File: src/rtl/alu_gen2.sv
// Registered ALU with single-cycle arithmetic/logic/compare/shift ops and an
// optional WIDTH-cycle restoring divider enabled by macro ALU_GEN2_DIV_EN.
module alu_gen2 #(
   parameter int WIDTH = 16
) (
   input  logic             CLK,
   input  logic             RST,
   input  logic             IN_VALID,
   output logic             IN_READY,
   input  logic [WIDTH-1:0] A,
   input  logic [WIDTH-1:0] B,
   input  logic [3:0]       ALU_FUN,
   output logic             OUT_VALID,
   output logic [WIDTH-1:0] ALU_OUT,
   output logic             Arith_Flag,
   output logic             Logic_Flag,
   output logic             CMP_Flag,
   output logic             Shift_Flag,
   output logic             DIV_ERR
);

   // state    | meaning
   // IDLE     | ready; single-cycle ops complete at the accept edge
   // DIV_BUSY | divider iterating, requests ignored
   typedef enum logic [0:0] {IDLE, DIV_BUSY} state_t;

   state_t           state, state_nxt;
   logic             accept;
   logic             div_start;
   logic             div_done;
   logic [WIDTH-1:0] div_quo;
   logic [WIDTH-1:0] res;
   logic [3:0]       flags;
   logic             err;

   assign accept = IN_VALID & IN_READY;

   always_comb begin
      res       = '0;
      flags     = 4'b0000;
      err       = 1'b0;
      div_start = 1'b0;
      case (ALU_FUN)
         4'b0000: begin res = A + B;  flags = 4'b1000; end
         4'b0001: begin res = A - B;  flags = 4'b1000; end
         4'b0010: begin res = A * B;  flags = 4'b1000; end
`ifdef ALU_GEN2_DIV_EN
         4'b0011: begin
            flags = 4'b1000;
            if (B == '0) begin
               res = '1;
               err = 1'b1;
            end else begin
               div_start = 1'b1;
            end
         end
`endif
         4'b0100: begin res = A & B;     flags = 4'b0100; end
         4'b0101: begin res = A | B;     flags = 4'b0100; end
         4'b0110: begin res = ~(A & B);  flags = 4'b0100; end
         4'b0111: begin res = ~(A | B);  flags = 4'b0100; end
         4'b1000: begin res = A ^ B;     flags = 4'b0100; end
         4'b1001: begin res = ~(A ^ B);  flags = 4'b0100; end
         4'b1010: begin res = (A == B) ? WIDTH'(1) : '0; flags = 4'b0010; end
         4'b1011: begin res = (A > B)  ? WIDTH'(2) : '0; flags = 4'b0010; end
         4'b1100: begin res = (A < B)  ? WIDTH'(3) : '0; flags = 4'b0010; end
         4'b1101: begin res = A >> 1;    flags = 4'b0001; end
         4'b1110: begin res = A << 1;    flags = 4'b0001; end
         default: begin res = '0;        flags = 4'b0000; end
      endcase
   end

`ifdef ALU_GEN2_DIV_EN
   localparam int CNT_W = $clog2(WIDTH);

   logic [CNT_W-1:0] cnt;
   logic [WIDTH-1:0] quo, quo_nxt;
   logic [WIDTH-1:0] rem, rem_nxt;
   logic [WIDTH-1:0] dvs;
   logic [WIDTH:0]   rem_sh;
   logic [WIDTH:0]   trial;

   // One restoring step: shift in the next dividend bit, subtract if it fits.
   always_comb begin
      rem_sh  = {rem, quo[WIDTH-1]};
      trial   = rem_sh - {1'b0, dvs};
      quo_nxt = {quo[WIDTH-2:0], ~trial[WIDTH]};
      rem_nxt = trial[WIDTH] ? rem_sh[WIDTH-1:0] : trial[WIDTH-1:0];
   end

   always_ff @(posedge CLK or negedge RST) begin
      if (!RST) begin
         cnt <= '0;
         quo <= '0;
         rem <= '0;
         dvs <= '0;
      end else if (accept && div_start) begin
         cnt <= CNT_W'(WIDTH - 1);
         quo <= A;
         rem <= '0;
         dvs <= B;
      end else if (state == DIV_BUSY) begin
         quo <= quo_nxt;
         rem <= rem_nxt;
         if (cnt != '0) cnt <= cnt - 1'b1;
      end
   end

   assign div_done = (state == DIV_BUSY) && (cnt == '0);
   assign div_quo  = quo_nxt;
`else
   assign div_done = 1'b0;
   assign div_quo  = '0;
`endif

   always_ff @(posedge CLK or negedge RST) begin
      if (!RST) state <= IDLE;
      else      state <= state_nxt;
   end

   always_comb begin
      state_nxt = state;
      IN_READY  = (state == IDLE);
      case (state)
         IDLE:     if (accept && div_start) state_nxt = DIV_BUSY;
         DIV_BUSY: if (div_done)            state_nxt = IDLE;
         default:  state_nxt = IDLE;
      endcase
   end

   always_ff @(posedge CLK or negedge RST) begin
      if (!RST) begin
         OUT_VALID  <= 1'b0;
         ALU_OUT    <= '0;
         Arith_Flag <= 1'b0;
         Logic_Flag <= 1'b0;
         CMP_Flag   <= 1'b0;
         Shift_Flag <= 1'b0;
         DIV_ERR    <= 1'b0;
      end else if (accept && !div_start) begin
         OUT_VALID  <= 1'b1;
         ALU_OUT    <= res;
         {Arith_Flag, Logic_Flag, CMP_Flag, Shift_Flag} <= flags;
         DIV_ERR    <= err;
      end else if (div_done) begin
         OUT_VALID  <= 1'b1;
         ALU_OUT    <= div_quo;
         {Arith_Flag, Logic_Flag, CMP_Flag, Shift_Flag} <= 4'b1000;
         DIV_ERR    <= 1'b0;
      end else begin
         OUT_VALID  <= 1'b0;
      end
   end

endmodule

File: config.mk
export PLATFORM = sky130hd
export DESIGN_NAME = alu_gen2
export DESIGN_NICKNAME = d
export VERILOG_FILES = /design/src/rtl/alu_gen2.sv
export SDC_FILE = /design/constraint.sdc
export NUM_CORES = 1
export LEC_CHECK = 0
export CORE_UTILIZATION = 45
export DETAILED_ROUTE_END_ITERATION = 7
export DONT_BUFFER_PORTS = 1
export SLEW_MARGIN = 25
export SYNTH_ARGS = -nofsm -noshare
export SYNTH_HDL_FRONTEND = slang
export SYNTH_SLANG_ARGS = --single-unit
File: constraint.sdc
create_clock -name CLK -period 1.76 [get_ports CLK]
set_input_delay 0.264 -clock CLK [delete_from_list [all_inputs] [get_ports CLK]]
set_output_delay 0.264 -clock CLK [all_outputs]
set_load 0.02 [all_outputs]
After elaboration in Yosys (flattened, before gate mapping)

Cells that the tools add are included.
W data, S select, Z words.

Output and inout bits: 23
Register bits after elaboration: 22

Add/subtract/negate cells: 2
Muxes and demuxes: 7
Magnitude comparators: 2
Equality and inequality tests: 14
Bitwise gates (word level): 8
Reductions and logical operators: 5
$mul: 1

Operators with widths:

| kind                 | number |
|---|---|
| $pmux W16 S14        | 1 |
| $not A16 Y16         | 3 |
| $eq A4 B4 Y1 const B | 7 |
| $add A16 B16 Y16     | 1 |
| $and A16 B16 Y16     | 1 |
| $eq A16 B16 Y1       | 1 |
| $eq A4 B3 Y1 const B | 4 |
| $gt A16 B16 Y1       | 1 |
| $lt A16 B16 Y1       | 1 |
| $mul A16 B16 Y16     | 1 |
| $or A16 B16 Y16      | 1 |
| $pmux W4 S4          | 1 |
| $sub A16 B16 Y16     | 1 |
| $xor A16 B16 Y16     | 1 |
| $reduce_or A3 Y1     | 2 |
| $reduce_or A6 Y1     | 1 |
| $eq A4 B1 Y1 const B | 1 |
| $eq A4 B2 Y1 const B | 1 |
| $logic_not A4 Y1     | 1 |
| $mux W2              | 2 |
| $mux W1              | 2 |
| $pmux W1 S2          | 1 |
| $reduce_or A2 Y1     | 1 |
| $and A1 B1 Y1        | 1 |
| $not A1 Y1           | 1 |

Longest topological paths before layout

Gate-level depths: netlist of run 1.

Word-level depth: 3
Depth in mapped cells: 22
Mapped depth without buffers: 21

Least setup slack after synthesis of run 1

No wires, ideal clock.

Path type: input to register
Start point: input B[1]
End point: register ALU_OUT[15]
Required time: 1.613 ns
Arrival time: 5.007 ns
Path slack: -3.394 ns
Library setup time: 0.147 ns
Stages: 20
Cells stage by stage: clkbuf_1 > clkinv_1 > nor2_1 > fa_1 > inv_1 > fa_1 > inv_1 > fa_1 > fa_1 > inv_1 > fa_1 > fa_1 > xnor2_1 > xnor2_1 > xnor2_1 > xnor2_1 > xnor3_1 > nor3_1 > nand3b_1 > a41oi_1

Word-level cells in the longest chain between the ends: 2

Ends and longest elaborated chain:

| item                                     | RTL line | RTL |
|---|---|---|
| from (decl)                              | 11       | `input logic [WIDTH-1:0] B,` |
| $mul A16 B16 Y16 (tied with other cells) | 46       | `4'b0010: begin res = A * B; flags = 4'b1000; end` |
| $pmux W16 S14 (*)                        | 43       | `case (ALU_FUN)` |
| to (signal assigned)                     | 142      | `ALU_OUT <= res;` |
| to (signal assigned)                     | 147      | `ALU_OUT <= div_quo;` |
| to (decl)                                | 14       | `output logic [WIDTH-1:0] ALU_OUT,` |

Mark *: on every way between the ends. The rest lies on a longest branch, timed or not.
A chain may end at the register's enable or synchronous reset.

Worst setup path in the final report of run 1

Start point: input A[6]
End point: register ALU_OUT[13]

Word-level cells in the longest chain between the ends: 2

Ends and longest elaborated chain:

| item                                     | RTL line | RTL |
|---|---|---|
| from (decl)                              | 10       | `input logic [WIDTH-1:0] A,` |
| $mul A16 B16 Y16 (tied with other cells) | 46       |  |
| $pmux W16 S14 (*)                        | 43       |  |

Marks and branches as above.

==> results of run 1 <==
==> worst max-delay path: cells and delay by family <==
family	cells	cell delay, ns
AO/OA/AOI/OAI	3	0.58
XOR/XNOR	1	0.24
adder cells (fa/ha/maj)	7	3.20
buffers and inverters	5	0.31
AND/OR/NAND/NOR	3	0.28
==> per-stage QoR <==
step                utilization  std cells  hold WS, ns  setup TNS, ns  instance area, um^2
CTS                       0.610       1373       0.0303         -32.29                10100
global placement          0.580       1359      -0.0313         -37.59                 9610
global route              0.623       1377      0.00379         -34.63                10300
floorplan                     -        991      -0.0316         -30.75                 8190
finish                    0.623       1377      -0.0338         -32.90                10300
detailed placement        0.580       1359      -0.0313         -37.96                 9610
==> cell type report <==
cell class	instances	area [um^2]	area share
multi-input combinational	758	7110	0.688
timing repair buffer	208	1630	0.157
inverter	166	719	0.0696
sequential	21	526	0.0508
tap	220	275	0.0266
clock buffer	4	78.8	0.00763
==> synth_stat cells, drive strengths merged (3+ instances only) <==
| master | count |
|---|---|
| o221ai | 9 |
| nand3 | 10 |
| o211ai | 9 |
| clkinv | 6 |
| a2111o | 3 |
| and3 | 4 |
| o32ai | 3 |
| nor4 | 5 |
| o2bb2ai | 8 |
| a22o | 4 |
| a221oi | 7 |
| a211oi | 8 |
| a21oi | 54 |
| o21ai | 40 |
| mux2i | 7 |
| dfrtp | 21 |
| clkbuf | 25 |
| o22ai | 9 |
| nor2 | 111 |
| and2 | 3 |
| a222oi | 5 |
| nor3b | 3 |
| buf | 21 |
| o21bai | 5 |
| a21o | 13 |
| nand2b | 7 |
| nor3 | 15 |
| nor2b | 11 |
| xor2 | 27 |
| ha | 99 |
| a22oi | 8 |
| a211o | 3 |
| inv | 160 |
| a221o | 5 |
| a31oi | 6 |
| xnor2 | 36 |
| fa | 81 |
| nand2 | 108 |
==> per-layer routing <==
layer	vias to the layer above	GRT usage
li1	3621	-
met2	352	0.546
met1	3818	0.457
met4	0	0.101
met5	-	0
met3	64	0.0705
==> cell families after synthesis <==
family / count (synthesis) / synth area share
XOR/XNOR: 64 / 0.0750
AND/OR/NAND/NOR: 285 / 0.161
AO/OA/AOI/OAI: 220 / 0.203
buffers and inverters: 212 / 0.109
flip-flops: 21 / 0.0686
adder cells (fa/ha/maj): 180 / 0.373
other: 2 / 0.000980
multiplexers: 7 / 0.00915
==> worst min path at each step <==
| stage | to | cells past startpoint | slack [ns] | from |
|---|---|---|---|---|
| after detailed placement | ALU_OUT[3] | 0 | -0.03 | RST |
| after global routing | ALU_OUT[3] | 1 | 0.004 | RST |
| after global placement | ALU_OUT[1] | 0 | -0.03 | RST |
| after CTS | OUT_VALID | 0 | 0.03 | IN_VALID |
| final | ALU_OUT[3] | 1 | -0.03 | RST |
| after floorplan | ALU_OUT[0] | 0 | -0.03 | RST |
==> registers in the layout (all words and copies together), names as in the netlist <==
name,count
ALU_OUT,16
Arith_Flag,1
CMP_Flag,1
Logic_Flag,1
OUT_VALID,1
Shift_Flag,1
==> report_power, final <==
group	total [uW]	switching (uW)	leakage [uW]	internal (uW)
Clock	493	184	0.0000382	309
Sequential	729	160	0.000265	569
Combinational	11200	5610	0.00452	5640
==> cell usage in the layout (no fill, tap or decap), types with 6 or more instances in the layout <==
master and count:
a221oi_1 6, dfrtp_1 21, ha_4 29, nand2_1 103, a21o_1 13, nand3_1 9
inv_1 136, buf_4 194, xnor2_1 35, inv_2 13, a211oi_1 6, o221ai_1 7
o21ai_1 11, o21ai_0 23, a21oi_2 8, a22oi_1 7, nor2b_1 10, nor2_2 12
nor2_4 11, nand2b_1 7, ha_1 64, ha_2 6, a21oi_1 43, fa_1 72
nor3_1 12, xor2_1 22, o22ai_1 9, nor2_1 88, buf_6 11, fa_2 9
o211ai_1 9
==> what timing repair did <==
item                                    CTS  global route
hold buffers                              1             0
setup buffers                            10             9
pin swaps                                55            49
resized for setup                        66            48
hold endpoints to repair                 21             0
endpoints found under the setup margin   16            16
==> summary.md, run 1 <==
| Metric | Value |
|---|---|
| Routed Antenna Nets | 0 |
| Crit start category | primary input |
| Synth area leader | fa_1 |
| CTS Buf Count | 3 |
| Violated checks | negative hold slack, negative setup slack |
| Die Y | 132 um |
| Area fraction of the dominant cell type after synthesis | 0.212 |
| Tcrit/Tclk final | 2.69 |
| Flops & latches, synth | 21 |
| Vias | 7855 |
| Ant diodes | 0 |
| Crit path DAT | 4.88 ns |
| Row count | 47 |
| DRT iter0 DRCs | 644 |
| Max incr delay on CP | 0.55 ns |
| Worst path most repeated cell | fa_1 |
| Dpl hpwl | 23300 um |
| CORE AREA | 0.0166 mm^2 |
| Met1 Wirelength | 12400 um |
| Initial antenna violation count | 0 |
| Post-synth ARST share | 1.00 |
| GP Congestion | 0.936 |
| Drt pass-1 iters | 5 |
| Sink Count | 21 |
| Reg clk slew, reported paths | 0.06 ns |
| DRC | 0 |
| Pre-CTS setup slack | -3.40 ns |
| Req. time, crit path | 1.91 ns |
| Vias per cell | 5.70 |
| Hold Slack | -0.0338 ns |
| Largest net degree at the start of global routing | 41 |
| Synthesized Nets | 1210 |
| Sequential area share after synthesis | 0.0686 |
| Reg-to-Reg Start | ALU_OUT[14] |
| Reg2Reg Setup Slack | 0.44 ns |
| R2r endpoint | ALU_OUT[14] |
| PD cells | 1210 mW/mm^2 |
| Die width | 132 um |
| Synth warn | 0 |
| CP endpoint kind | flop |
| Syn Inst Count | 991 |
| Vias in the first global route | 7999 |
| Max_slew headroom | 0.657 |
| Critical path's slowest cell | fa_1 |
| NumNets Final | 1377 |
| Final setup margin | -2.97 ns |
| Setup violators final | 15 |
| # port buffers | 0 |
| Clock Path Buffers | 2 |
| Worst skew pair latency | 0.25 ns |
| Post-synth top flop | dfrtp_1 |
| Synthesized area | 0.00766 mm^2 |
| Fill cell count | 1509 |
| Worst setup path end | ALU_OUT[13] |
| DR WL/cell | 21.2 um |
| Mean post-synth cell area | 7.73 um^2 |
| CTS tree | done |
| Final hold violations | 21 |
| GRT Total Usage | 0.339 |
| Period minus WS final | 4.73 ns |
| Area grow syn2layout | 34.9% |
| P_leak | 0.00483 uW |
| Top cells by area, synth | fa_1, ha_1, inv_1 |
| CP Max Fanout | 8 |
| Final Skew | 0 ns |
| Setup CP Type | in2reg |
| Crit-path cells | clkinvlp_4 > nor2_4 > fa_1 > inv_2 > fa_1 > fa_2 > fa_1 > inv_1 > fa_1 > inv_1 > fa_1 > inv_2 > ha_4 > a21oi_4 > nor2b_2 > nor3_2 > xor2_1 > o21ai_1 > a221o_1 |
| GRT Residual Overflow | 0 |
| Worst min path class | in2async |
| EDFF count, synth | 0 |
| Peak Freq | 211 MHz |
| Reg2Reg Depth | 5 |
| CTS Root Cell | clkbuf_16 |
| First-pass GRT wire length | 45200 um |
| Die area | 0.0175 mm^2 |
| Final Routed Wirelength | 29200 um |
| CTS H-Tree Depth | 1 |
| Slew @ Worst Pin | 0.515 ns |
| Synth cell types | 78 |
| Worst VDD drop | 1.21 mV |
| Share of cells above drive strength 1 | 0.315 |
| Metal3 WL | 2390 um |
| I/O Pins | 62 |
| RSZ-0062 raised after global routing | yes |
| Max Cap Viol | 0 |
| Pins over their slew limit | 0 |
| Worst Setup SP | A[6] |
| Outcome | finished with violations |
| Highest routed metal layer | met4 |
| Starting Density | 0.462 |
| Total Power | 12500 uW |
| Met2 WL post-DR | 13400 um |
(Power assumes the default switching activity.)
==> run 2, diff against run 1 <==
Settings changed: CTS_CLUSTER_SIZE set to 8, SETUP_SLACK_MARGIN set to 0.3.
Clock period 1.76 ns to 4.4 ns, I/O delays scaled along.
==> run 2 against run 1 <==
- power fell by 63%
- routed wire length is 6.4% lower
- clock skew is the same
- count of clock-buffer cells in the layout unchanged
- hold slack better by 0.13 ns
- core utilization fell by 8.5 points
- largest cell class unchanged
- the flow finishes with violations (negative setup slack)
- sequential power shrank 59%
- combinational power shrank 64%
==> summary.md, run 2 (synthesized netlist as in run 1, its figures left out) <==
| Metric | Value |
|---|---|
| Outcome | finished with violations |
| Violated checks | negative setup slack |
| Routed Antenna Nets | 0 |
| Pins over their slew limit | 0 |
| CTS tree | done |
| Die Y | 132 um |
| Ant diodes | 0 |
| Setup CP Type | in2reg |
| Max incr delay on CP | 0.53 ns |
| Largest net degree at the start of global routing | 41 |
| Drt pass-1 iters | 6 |
| # port buffers | 0 |
| Peak Freq | 195 MHz |
| Final hold violations | 0 |
| Initial antenna violation count | 0 |
| Crit-path cells | clkinvlp_4 > nor2_4 > fa_1 > inv_2 > fa_1 > fa_1 > fa_1 > inv_1 > fa_1 > inv_1 > fa_1 > inv_2 > ha_4 > a21oi_4 > nor2b_2 > o311a_1 > nor3_1 > nand3b_1 > a41oi_2 |
| Vias per cell | 5.90 |
| Final setup margin | -0.717 ns |
| CTS H-Tree Depth | 1 |
| Setup violators final | 9 |
| Vias | 7371 |
| GRT Residual Overflow | 0 |
| Period minus WS final | 5.12 ns |
| Final Routed Wirelength | 27300 um |
| Critical path's slowest cell | fa_1 |
| Most flop-heavy register | ALU_OUT |
| PD cells | 513 mW/mm^2 |
| Area grow syn2layout | 16.5% |
| First-pass GRT wire length | 42300 um |
| CP endpoint kind | flop |
| Dpl hpwl | 21500 um |
| RSZ-0062 raised after global routing | yes |
| Most frequent cells in the layout | inv_1, nand2_1, nor2_1, ha_1, buf_4 |
| Crit start category | primary input |
| Die width | 132 um |
| Tcrit/Tclk final | 1.16 |
| Max_slew headroom | 0.325 |
| Crit path DAT | 5.22 ns |
| CP bufs+invs | 5 |
| Crit path max-delay family | adder cells |
| Die area | 0.0175 mm^2 |
| Vias in the first global route | 7299 |
| Utilization after layout | 0.538 |
| DRC | 0 |
| Final Skew | 0 ns |
| Clock Path Buffers | 2 |
| Share of cells above drive strength 1 | 0.187 |
| I/O Pins | 62 |
| Hold Slack | 0.0921 ns |
| CP Max Fanout | 8 |
| Worst skew pair latency | 0.26 ns |
| DR WL/cell | 21.9 um |
| GP Congestion | 0.945 |
| Total Power | 4580 uW |
| Worst path most repeated cell | fa_1 |
| Req. time, crit path | 4.51 ns |
| Slew @ Worst Pin | 1.00 ns |
| CTS Buf Count | 3 |
| Sink Count | 21 |
| NumNets Final | 1250 |
| Max Cap Viol | 0 |
| DRT iter0 DRCs | 850 |
| Row count | 47 |
| P_leak | 0.00417 uW |
| GRT Total Usage | 0.317 |
| Worst VDD drop | 0.579 mV |
| Worst min path class | in2async |
| Largest register FFs | 16 |
| Post-CTS Hold Fix Bufs | 0 |
| Commonest non-fill, non-tap cell in the layout | inv_1 |
| Reg clk slew, reported paths | 0.06 ns |
| Starting Density | 0.462 |
| CTS Root Cell | clkbuf_16 |
| CORE AREA | 0.0166 mm^2 |
run 2: changes by cell type in the layout (fill, tap and decap cells not counted), moves of 4 or more:
| cell | change |
|---|---|
| nor2_4 | -9 |
| ha_4 | -16 |
| ha_1 | +18 |
| buf_6 | -11 |
| nor2_1 | +5 |
| nor2_2 | +4 |
| buf_4 | -115 |
run 2: routing by layer:
layer | up-vias | share of wire | wire length [um] | global-route usage
met5 | - | 0 | 0 | 0
met2 | 356 | 0.45 | 12300 | 0.497
met4 | 0 | 0.030 | 815 | 0.0837
met1 | 3590 | 0.44 | 12000 | 0.445
li1 | 3370 | - | - | -
met3 | 55 | 0.084 | 2300 | 0.0617
run 2: worst paths after layout:
kind	startpoint	end	slack, ns	depth (start not counted)
setup / recovery	A[6]	ALU_OUT[15]	-0.72	19
hold / removal	RST	ALU_OUT[3]	0.09	0
setup reg to reg	ALU_OUT[14]	ALU_OUT[14]	2.81	5
hold reg to reg	ALU_OUT[4]	ALU_OUT[4]	0.63	1
max in group asynchronous	RST	Logic_Flag	4.23	0
min in group CLK	IN_VALID	OUT_VALID	0.43	0
run 2: final cells by class:
type	instances	area, um^2
tap	220	275
clock buffer	4	78.8
fill	1639	7660
sequential	21	526
timing repair buffer	81	633
multi-input combinational	758	6720
inverter	166	692
run 2: worst register-to-register path, delay by kind of cell, from the launching register on:
family	cells	cell delay, ns
compound gates	2	0.43
simple gates	3	0.60
flops	1	0.45
run 2: report_power, final:
part / internal, uW / switching, uW / leakage (uW)
logic: 2000 / 2080 / 0.00387
registers: 228 / 68.3 / 0.000265
clock network: 124 / 71.4 / 0.0000382
run 2: metrics by stage:
step           cells  TNS, ns  cell area, um^2  setup slack, ns
3_3_place_gp    1240    -9.41             8540            -1.15
6_report        1250    -4.64             8920           -0.717
2_1_floorplan    991    -4.11             7950           -0.748
4_1_cts         1247    -4.57             8830           -0.740
3_5_place_dp    1240    -9.25             8540            -1.20
5_1_grt         1250    -6.11             8920           -0.837
run 2: timing repair:
item,in CTS,in global routing
setup endpoints to repair,11,11
pin swaps,38,26
setup buffers,3,3
resized for setup,49,18
==> edit 1 (settings of run 1) <==
Add a define of `ALU_GEN2_DIV_EN`.
--- a/src/rtl/alu_gen2.sv
+++ b/src/rtl/alu_gen2.sv
@@ -1,5 +1,7 @@
 // Registered ALU with single-cycle arithmetic/logic/compare/shift ops and an
 // optional WIDTH-cycle restoring divider enabled by macro ALU_GEN2_DIV_EN.
+`define ALU_GEN2_DIV_EN
+
 module alu_gen2 #(
    parameter int WIDTH = 16
 ) (
Behaviour: not the same (a bounded check fails within 4 cycles, from zero or initial values and one cycle with RST low).
==> edit 1 against run 1 <==
  * The flow still finishes with violations (hold timing, setup timing)
  * Maximum frequency is 1.3% higher
  * Utilization is 1.4 points higher
  * Global-route usage is 2.3 points higher
  * Area after synthesis is 46% higher
  * Non-clock buffer count is 131 higher
  * Final area is 50% higher
  * First-iteration DRC count is 92% higher
  * Wire length is 58% higher
  * Combinational power is 83% higher
  * Worst setup slack better by 62 ps
  * Sequential cell count is 54 higher
  * Power is 110% higher
  * Sequential power grew to 4.5 times the old value
  * Highest routed layer is now met5
==> edit 1: results (changes against run 1) <==
| Metric | Value |
|---|---|
| Total GRT Usage | 36.18% (+2.3 points) |
| Max Used Layer | met5 |
| Synth top cells by count | nand2_1 (202), inv_1 (179), ha_1 (117) |
| H-tree depth | 3 (+2) |
| R2R setup slack | -900 ps (-1340 ps) |
| I/O Buffers | 0 (unchanged) |
| Syn_nets | 1648 (+36%) |
| Failing checks | hold timing, setup timing |
| Sequential share of the synthesized area | 16.75% (+9.9 points) |
| Setup ws final | -2910 ps (+62.04 ps) |
| Adder-cell share of the synthesized area | 27.72% (-9.6 points) |
| Synth area leaders | dfrtp_1 (17%), fa_1 (15%), ha_1 (13%) |
| Crit path to | ALU_OUT[15] |
| Multiplexer share of the synthesized area | 1.731% (+0.82 points) |
| Synth Area in XOR/XNOR | 5.371% (-2.1 points) |
| Switching part of the total | 46.21% (-1.5 points) |
| Clock slew at reported path FFs | about 70 ps |
| VDD IR max | 1613 uV (+33%) |
| Hold slack | -406.3 ps (-372.5 ps) |
| Met1 usage | 47.51% (+1.8 points) |
| M3 GR Usage | 5.818% (-1.2 points) |
| Cell variety after synth | 88 (+13%) |
| Vias | 11811 (+50%) |
| Slowest CP cell | fa_1 |
| Filler cell count | 2114 (+40%) |
| Final Skew | 15.48 ps (+15.48 ps) |
| Met2 WL | 20.78 mm (+55%) |
| Endpoints failing hold | 75 (+260%) |
| Fin nets | 1923 (+40%) |
| Cells on worst reg2reg path | 12 (+7) |
| First-pass GRT wire length | 69.81 mm (+54%) |
| DR WL met3 | 4.097 mm (+72%) |
| Number of CTS-inserted buffers | 9 (+6) |
| DRT Pass-1 Iters | 6 (+1) |
| Clock insertion delay at the later pin of the skew report | 360 ps (+110 ps) |
| RR Endpoint | rem[11] |
| Initial antenna violation count | 1 (+1) |
| Post-Route M1 WL | 18.60 mm (+50%) |
| Worst Setup SP | B[3] |
| Setup violation total in the final timing report | 33 (+18) |
| Post-synthesis compound-gate area fraction | 22.02% (+1.8 points) |
| Reg-to-Reg Start | dvs[0] |
| Crit-path max FO | 10 (+2) |
| WL final | 46.02 mm (+58%) |
| Routability cong. | 1.015 (+8.4%) |
| Hpwl dp | 35.73 mm (+53%) |
| Drt initial violations | 1234 (+92%) |
| Static Leak | 7.165 nW (+48%) |
| Largest net degree at the start of global routing | 76 (+85%) |
| Pre-CTS WS | -3375 ps (+26.48 ps) |
| M2 GR Usage | 58.89% (+4.3 points) |
| Hold Crit Class | input port to asynchronous set/reset pin |
| Status | finished, violations left |
| Setup TNS | -46660 ps (-13770 ps) |
| Worst EP arrival | 4960 ps (+80 ps) |
-- edit 1: cell type report --
type	count	area, sq um	area share, %
Clock buffer	9	225.2	1.450
Clock inverter	7	80.08	0.5155
Inverter	189	875.8	5.638
Multi-Input combinational cell	1071	9285	59.77
Sequential cell	75	1877	12.08
Tap cell	324	405.4	2.610
Timing Repair Buffer	339	2786	17.94
-- edit 1: timing repair --
action,CTS,global route
cloned,2,0
hold endpoints to repair,75,75
pin swaps,72,52
gates resized for setup,108,58
setup buffers,9,10
setup endpoints to repair,33,43
-- edit 1: power groups by stage --
stage	Clock, mW	Combinational, mW	Sequential, mW
floorplan	0	10.7	3.08
global placement	0	17.0	3.28
detailed placement	0	17.3	3.29
CTS	2.00	19.5	3.28
global route	2.07	22.0	3.36
finish	1.99	20.5	3.30
-- edit 1: stage by stage --
step,power (mW),std cells,area (sq um)
after floorplan,13.83,1410,11920
after global placement,20.31,1982,14340
after detailed placement,20.61,1982,14340
after CTS,24.83,2006,15230
after global routing,27.44,2014,15530
final,25.75,2014,15530
==> edit 2 (flow settings as in run 1) <==
Without the edit above. Register the output `Logic_Flag` once more, cleared by the reset; this adds one clock of latency there. The other outputs are not delayed to match.
--- a/src/rtl/alu_gen2.sv
+++ b/src/rtl/alu_gen2.sv
@@ -23,6 +23,8 @@
    // IDLE     | ready; single-cycle ops complete at the accept edge
    // DIV_BUSY | divider iterating, requests ignored
    typedef enum logic [0:0] {IDLE, DIV_BUSY} state_t;
+
+   logic Logic_Flag_s0;
 
    state_t           state, state_nxt;
    logic             accept;
@@ -133,24 +135,32 @@
          OUT_VALID  <= 1'b0;
          ALU_OUT    <= '0;
          Arith_Flag <= 1'b0;
-         Logic_Flag <= 1'b0;
+         Logic_Flag_s0 <= 1'b0;
          CMP_Flag   <= 1'b0;
          Shift_Flag <= 1'b0;
          DIV_ERR    <= 1'b0;
       end else if (accept && !div_start) begin
          OUT_VALID  <= 1'b1;
          ALU_OUT    <= res;
-         {Arith_Flag, Logic_Flag, CMP_Flag, Shift_Flag} <= flags;
+         {Arith_Flag, Logic_Flag_s0, CMP_Flag, Shift_Flag} <= flags;
          DIV_ERR    <= err;
       end else if (div_done) begin
          OUT_VALID  <= 1'b1;
          ALU_OUT    <= div_quo;
-         {Arith_Flag, Logic_Flag, CMP_Flag, Shift_Flag} <= 4'b1000;
+         {Arith_Flag, Logic_Flag_s0, CMP_Flag, Shift_Flag} <= 4'b1000;
          DIV_ERR    <= 1'b0;
       end else begin
          OUT_VALID  <= 1'b0;
       end
    end
 
+   always_ff @(posedge CLK or negedge RST) begin
+      if (!RST) begin
+         Logic_Flag <= '0;
+      end else begin
+         Logic_Flag <= Logic_Flag_s0;
+      end
+   end
+
 endmodule
 
Function: changed (Yosys sat finds a counterexample within 4 cycles, from zero or initial values and one cycle with RST low).
==> edit 2 against run 1 <==
  * Largest power group unchanged
  * Maximum frequency is 4.3% lower
  * Via count up 0.52%
  * Worst setup slack got worse by 210 ps
  * Sequential power rose by 6.3%
  * Sequential cell count is 1 higher
  * Register-to-register slack got worse by 290 ps
  * Critical path type unchanged
  * Power grew 22%
  * Area after synthesis rose by 0.36%
  * Non-clock buffer count rose by 9
  * Sequential share of layout area about the same
  * The run still ends with hold timing, setup timing left
  * Final area is 3.8% higher
  * Wire length up 0.71%
==> edit 2: results (changes against run 1) <==
| Metric | Value |
|---|---|
| Drt initial violations | 632 (-1.9%) |
| Hold slack | -30.88 ps (+2.936 ps) |
| Reg-to-Reg Start | ALU_OUT[13] |
| Routed vias/inst | 5.652 (-0.92%) |
| Wire length per cell | 21.03 um (-0.73%) |
| Static Leak | 4.880 nW (+1.1%) |
| Filler cell count | 1414 (-6.3%) |
| Synth area leaders | fa_1 (21%), ha_1 (16%), inv_1 (8.3%) |
| Synth top cells by count | inv_1 (169), nand2_1 (115), nor2_1 (104) |
| Total GRT Usage | 33.33% (-0.55 points) |
| Vias in the first global route | 8092 (+1.2%) |
| Vias | 7896 (+0.52%) |
| Largest net degree at the start of global routing | 43 (+4.9%) |
| Setup ws final | -3184 ps (-211.7 ps) |
| First-pass GRT wire length | 44.77 mm (-0.93%) |
| Layout cells sized above 1 | 34.92% (+3.5 points) |
| VDD IR max | 1362 uV (+12%) |
| Switching part of the total | 48.84% (+1.1 points) |
| Worst Setup SP | A[7] |
| Hpwl dp | 23.54 mm (+0.96%) |
| Crit-path max FO | 7 (-1) |
| DRT Pass-1 Iters | 6 (+1) |
| Sequential share of the synthesized area | 7.161% (+0.30 points) |
| Avg Inst Size Synth | 7.687 sq um (-0.54%) |
| Max-slew headroom | 52.80% (-13 points) |
| Worst EP arrival | 5090 ps (+210 ps) |
| Number of CTS-inserted buffers | 3 (unchanged) |
| Syn_nets | 1219 (+0.74%) |
| Status | finished, violations left |
| CP peak stage delay | 520 ps (-30 ps) |
| Setup violation total in the final timing report | 16 (+1) |
| Endpoints failing hold | 22 (+4.8%) |
| Cell variety after synth | 72 (-7.7%) |
| Routability cong. | 0.9724 (+3.9%) |
| Failing checks | hold timing, setup timing |
edit 2: changes by cell type after synthesis, moves of 8 or more:
cell,delta
o21ai_0,+16
a21oi_1,-17
xnor2_1,+11
o22ai_1,+11
o21ai_1,-8
xor2_1,-8
inv_1,+13
edit 2: layer usage:
metal | routed length (um) | track usage [%] | up-vias | part of all wire, %
met2 | 13660 | 55.03 | 335 | 47
met5 | 0 | 0 | - | 0
met4 | 1119 | 11.81 | 0 | 3.8
li1 | - | - | 3660 | -
met1 | 12420 | 43.52 | 3841 | 42
met3 | 2182 | 6.207 | 60 | 7.4
edit 2: through the flow:
step	TNS (ps)	setup slack (ps)	cell area, sq um
after floorplan	-31090	-3291	8228
after global placement	-38930	-3577	9673
after detailed placement	-39400	-3596	9673
after CTS	-32520	-3123	10290
after global routing	-34960	-3319	10720
final	-33220	-3184	10720
edit 2: cell families after synthesis:
| logic type | synth area share [%] |
|---|---|
| and+or+nand+nor | 15.90 |
| buffers and inverters | 11.41 |
| AOI/OAI and AO/OA | 19.63 |
| adders and majority gates | 37.21 |
| xor gates and xnor gates | 7.812 |
| DFF | 7.161 |
| muxes | 0.7813 |
| other | 0.09769 |
edit 2: worst paths after layout:
check	endpoint	slack [ps]	depth (start not counted)
setup / recovery	ALU_OUT[14]	-3180	21
hold / removal	ALU_OUT[6]	-30	1
setup reg to reg	ALU_OUT[13]	150	3
hold reg to reg	Logic_Flag	390	0
max in group asynchronous	ALU_OUT[3]	1450	1
min in group CLK	OUT_VALID	30	0
edit 2: timing repair:
action,CTS,global route
endpoints found under the hold margin,22,0
setup buffers,10,14
gates resized for setup,90,80
pin swaps,49,73
hold buffers,1,0
setup endpoints to repair,16,17
edit 2: layout make-up:
type	count	area (sq um)	area share, %
flip-flops and latches	22	550.5	5.134
multi-input cells	758	7289	67.97
inverters	176	762.0	7.105
well taps	220	275.3	2.567
clock buffers	3	75.07	0.7000
repair buffers	217	1742	16.24
clock inverters	1	30.03	0.2800
edit 2: power by group through the flow:
stage | Combinational (mW) | Sequential [mW] | Clock, mW
finish | 13.9 | 0.775 | 0.637
global route | 14.8 | 0.787 | 0.660
CTS | 12.2 | 0.777 | 0.645
detailed placement | 10.6 | 0.787 | 0
global placement | 10.5 | 0.780 | 0
floorplan | 6.81 | 0.770 | 0
